## src/rtl/histogram_readout.sv

```systemverilog
// ----------------------------------------------------------------------------
// histogram_readout
//
// Read/clear side of the per-frame histogram bin RAM. Owns the RAM's second
// port: zero-fills every bin after reset, and at each frame end (falling edge
// of VSYNC) reads every bin in index order, streams it out on a valid/ready
// interface and writes the bin back to zero for the next frame. The last bin
// carries the total pixel checksum.
//
// Ports:
//   clk        single clock
//   rst_n      asynchronous active-low reset
//   VSYNC      frame valid; falling edge marks frame end
//   ram_addr   bin RAM address (read data returns one cycle later)
//   ram_we     bin RAM write enable (INIT fill and per-bin clear only)
//   ram_din    bin RAM write data, always zero
//   ram_dout   bin RAM read data
//   bin_valid  output beat valid
//   bin_ready  downstream accept
//   bin_index  bin number of the current beat
//   bin_count  count stored in that bin
//   bin_last   high with the final bin (NBINS-1)
//   pixel_sum  running sum of counts; the full-frame total on the last beat
//   busy       clear or readout in progress; accumulate path must not write
//   overrun    sticky: a frame end arrived while busy
// ----------------------------------------------------------------------------
module histogram_readout #(
    parameter int DATA_WIDTH = 8,
    parameter int CNT_WIDTH  = 18,
    parameter int SUM_WIDTH  = 26
) (
    input  logic                  clk,
    input  logic                  rst_n,
    input  logic                  VSYNC,
    output logic [DATA_WIDTH-1:0] ram_addr,
    output logic                  ram_we,
    output logic [CNT_WIDTH-1:0]  ram_din,
    input  logic [CNT_WIDTH-1:0]  ram_dout,
    output logic                  bin_valid,
    input  logic                  bin_ready,
    output logic [DATA_WIDTH-1:0] bin_index,
    output logic [CNT_WIDTH-1:0]  bin_count,
    output logic                  bin_last,
    output logic [SUM_WIDTH-1:0]  pixel_sum,
    output logic                  busy,
    output logic                  overrun
);

    localparam int NBINS = 2**DATA_WIDTH;
    localparam logic [DATA_WIDTH-1:0] LAST_IDX = DATA_WIDTH'(NBINS - 1);

    typedef enum logic [2:0] {
        S_INIT,
        S_IDLE,
        S_RD,
        S_CAP,
        S_OUT
    } state_t;

    state_t state;
    state_t state_nxt;

    logic                  vsync_q;
    logic                  fe;
    logic                  is_last;
    logic [DATA_WIDTH-1:0] idx;

    assign fe      = vsync_q & ~VSYNC;
    assign is_last = (idx == LAST_IDX);

    // State register; reset lands in INIT so the RAM is zero-filled on release.
    always_ff @(posedge clk or negedge rst_n) begin
        if (!rst_n) begin
            state <= S_INIT;
        end else begin
            state <= state_nxt;
        end
    end

    // Next state and the RAM-port / handshake outputs. The RAM address is the
    // bin index in every state: the fill walks it in INIT, and in RD/CAP the
    // same address serves both the read and the clearing write.
    always_comb begin
        state_nxt = state;
        ram_addr  = idx;
        ram_we    = 1'b0;
        ram_din   = '0;
        bin_valid = 1'b0;
        bin_last  = 1'b0;
        busy      = 1'b1;
        case (state)
            S_INIT: begin
                // The state register already holds INIT while reset is
                // asserted; no write may reach the RAM until release.
                ram_we = rst_n;
                if (is_last) begin
                    state_nxt = S_IDLE;
                end
            end
            S_IDLE: begin
                busy = 1'b0;
                if (fe) begin
                    state_nxt = S_RD;
                end
            end
            S_RD: begin
                state_nxt = S_CAP;
            end
            S_CAP: begin
                // Read data for idx is on ram_dout now; clear the bin.
                ram_we    = 1'b1;
                state_nxt = S_OUT;
            end
            S_OUT: begin
                bin_valid = 1'b1;
                bin_last  = is_last;
                if (bin_ready) begin
                    state_nxt = is_last ? S_IDLE : S_RD;
                end
            end
            default: begin
                state_nxt = S_INIT;
            end
        endcase
    end

    // Index counter, captured beat, checksum accumulation and overrun flag.
    // Beat registers only change in CAP, so they hold steady through stalls.
    always_ff @(posedge clk or negedge rst_n) begin
        if (!rst_n) begin
            vsync_q   <= 1'b0;
            idx       <= '0;
            bin_index <= '0;
            bin_count <= '0;
            pixel_sum <= '0;
            overrun   <= 1'b0;
        end else begin
            vsync_q <= VSYNC;
            // A frame end outside IDLE is dropped and only remembered here.
            if (fe && (state != S_IDLE)) begin
                overrun <= 1'b1;
            end
            case (state)
                S_INIT: begin
                    idx <= idx + 1'b1;
                end
                S_IDLE: begin
                    if (fe) begin
                        idx       <= '0;
                        pixel_sum <= '0;
                    end
                end
                S_CAP: begin
                    bin_count <= ram_dout;
                    bin_index <= idx;
                    pixel_sum <= pixel_sum + SUM_WIDTH'(ram_dout);
                end
                S_OUT: begin
                    if (bin_ready && !is_last) begin
                        idx <= idx + 1'b1;
                    end
                end
                default: begin
                end
            endcase
        end
    end

endmodule

```

## config.mk

```make
export PLATFORM = sky130hd
export DESIGN_NAME = histogram_readout
export DESIGN_NICKNAME = d
export VERILOG_FILES = /design/src/rtl/histogram_readout.sv
export SDC_FILE = /design/constraint.sdc
export NUM_CORES = 1
export LEC_CHECK = 0
export ABC_AREA = 1
export BUFFER_PORTS_ARGS = -buffer_cell sky130_fd_sc_hd__buf_4
export CORE_UTILIZATION = 40
export DETAILED_ROUTE_END_ITERATION = 10
export PLACE_DENSITY = 0.62
export SKIP_CTS_REPAIR_TIMING = 1
export SLEW_MARGIN = 20
export SYNTH_ARGS = -nofsm -noshare
export SYNTH_HDL_FRONTEND = slang
export SYNTH_SLANG_ARGS = --single-unit
```

## constraint.sdc

```tcl
create_clock -name clk -period 5 [get_ports clk]
set_clock_uncertainty 0.15 [all_clocks]
set_input_delay 0 -clock clk [delete_from_list [all_inputs] [get_ports clk]]
set_output_delay 0 -clock clk [all_outputs]
set_load 0.05 [all_outputs]
```

==> out/metrics.cfg <==
[floorplan]
io_pins=105
die_h_um=106
num_rows=37
start_util_pct=41.7
coreArea_mm2=0.0104
design.die.area_mm2=0.0113
die_w_um=106

[yosys]
synth_cells=641
synth_area_mm2=0.00434
synth_cell_type_count=34
yosys_warnings=0
synth.avg_cell_area_um2=6.78
synth-seq-area-share_pct=37.5
synth_seq_cells=65

[sta]
max_slew_margin_pct=42.3
fin_setup_tns_ns=0
clock.fmax_ghz=0.445
finalWorstSetupSlack_ns=2.75
setup_viol=0
hold_ws_ns=0.127
hold_violations=0
tightest_slew_ns=0.865
min_period_ns=2.25
maxSlewViolCount=0
finalCritPeriodShare_pct=44.9
rsz0062_at_grt=no

[global_routing]
grt_pass1_wl_um=19700
grt_max_degree=67
gr-total-overflow=0
grt_pass1_vias=4188
antenna_found_initial=0
grt_use_total_pct=22.2

[clocking]
cts_max_level=3
insertion_delay_ns=0.35
clk_pin_slew_worst_paths_ns=0.08
clock_path_buffers=2
cts_tree=yes
root_buffer=clkbuf_8
cts_buffers=9
cts.sinks=65

[placed_design]
place.gp.congestion=0.925
port_buffers=86
dpl.cell_count=854
dpl.hpwl_um=8580
place_area_mm2=0.00504
pre_cts_slack_ns=2.84

[cells_and_area]
final_cell_mix=272 x nand2_1, 88 x buf_4, 80 x inv_1
fin_area_mm2=0.00548
layout.nets=792
final_common_cell=nand2_1
fin_util_pct=52.6
layout-drive-gt1-share_pct=16.2
antenna_cells=0
fin_cells=891
area_growth_pct=26.2

[power]
p_total_mw=3.48
ir_drop_mv=0.468
pwr_density_cell_mw_per_mm2=634
p_leak_nw=3.08

[setup_path]
critPathKind=reg2reg
rr_startpoint=pixel_sum[0]
r2r_end=pixel_sum[16]
reg2reg_slack_ns=2.75
cpPeakStageDelay_ns=0.39
reg2regPathDepth=13
path_buf_inv=2
path_max_fanout=5
crit_chain=ha_1, inv_1, fa_1, inv_1, nand3_1, nand3_1, nand2_1, nand2_1, nand3_1, nand2_1, nand2_1, nand3_1, nand2_1
critPathRequiredTime_ns=5.08
cp_slowest_cell=fa_1
startpoint_type=flip-flop
arrival_ns=2.33
cpMostUsedCell=nand2_1
end_kind=flip-flop
critPathTopFamily=simple AND/OR/NAND/NOR gates

[route]
drcViolationCount=0
post_drt_wl_per_cell_um=13.1
dr.pass1.iters=4
vias=4297
wl_um=11700
drt_iter0_drc=230
via_per_inst=4.82
ant_nets=0

[job]
drv_cap=0

[hold_path]
hold_class=in2async

[run_status]
status=complete, no violations

==> cell usage after synthesis <==
master / count / area [um^2]
nand2_1: 272 / 1020
inv_1: 80 / 300
dfrtp_1: 65 / 1630
nand3_1: 44 / 220
nor2_1: 43 / 161
o21ai_0: 21 / 105
ha_1: 19 / 238
buf_4: 18 / 135
a21oi_1: 16 / 80.1
o21ai_1: 7 / 35.0
nand3b_1: 5 / 37.5
nor3_1: 5 / 25.0
buf_2: 4 / 20.0
clkbuf_1: 4 / 15.0
nand2_2: 4 / 25.0
xor2_1: 4 / 35.0
inv_2: 3 / 11.3
nand4_1: 3 / 18.8
o21bai_1: 3 / 22.5
o31ai_2: 3 / 37.5
and2_1: 2 / 12.5
buf_6: 2 / 22.5
nand3_2: 2 / 20.0
nor2_4: 2 / 22.5
a22o_1: 1 / 8.76
a32o_1: 1 / 10.0
conb_1: 1 / 3.75
fa_1: 1 / 20.0
inv_4: 1 / 6.26
nor2_2: 1 / 6.26
nor2_8: 1 / 20.0
nor4_1: 1 / 6.26
o31ai_1: 1 / 7.51
or2_2: 1 / 6.26
==> power breakdown <==
group | total, mW | internal (mW) | switching, mW
clock network | 0.520 | 0.286 | 0.234
registers | 0.871 | 0.713 | 0.158
logic | 2.09 | 0.594 | 1.49
==> flip-flops by register name (all words and copies together) (netlist names) <==
name	cells
pixel_sum	26
vsync_q	1
bin_index	8
overrun	1
state	3
ram_addr	8
bin_count	18
==> cell families (layout without fill, tap and decap cells) <==
| family | after synthesis | after routing | synth area share (%) |
|---|---|---|---|
| compound gates | 53 | 53 | 7.06 |
| xor+xnor | 4 | 4 | 0.807 |
| fa+ha+maj | 20 | 20 | 5.93 |
| buf+inv | 112 | 209 | 11.8 |
| flops | 65 | 65 | 37.5 |
| other cells | 1 | 18 | 0.0863 |
| simple gates | 386 | 386 | 36.9 |
==> how the worst max path moves through the flow <==
stage / startpoint / endpoint / slack (ns) / cells after the start
floorplan: pixel_sum[0] / pixel_sum[16] / 2.68 / 13
global placement: pixel_sum[12] / pixel_sum[19] / 2.86 / 10
detailed placement: pixel_sum[0] / pixel_sum[16] / 2.84 / 13
CTS: pixel_sum[0] / pixel_sum[16] / 2.78 / 13
global route: pixel_sum[0] / pixel_sum[16] / 2.59 / 13
finish: pixel_sum[0] / pixel_sum[16] / 2.75 / 13
==> routing by layer <==
metal | vias to the layer above | GRT usage (%) | share of wire, %
met5 | - | 0 | 0
met4 | 0 | 7.64 | 2.0
met1 | 1969 | 28.9 | 47
li1 | 2176 | - | -
met2 | 131 | 36.1 | 46
met3 | 21 | 5.09 | 5.0
==> final cells by class <==
type	count	area, um^2
tap	136	170
sequential	65	1630
inverter	84	318
clock inverter	7	103
multi-input combinational	481	2270
fill	1074	4930
clock buffer	9	124
timing repair buffer	109	871
No activity file was read; power rests on OpenSTA's default activity.
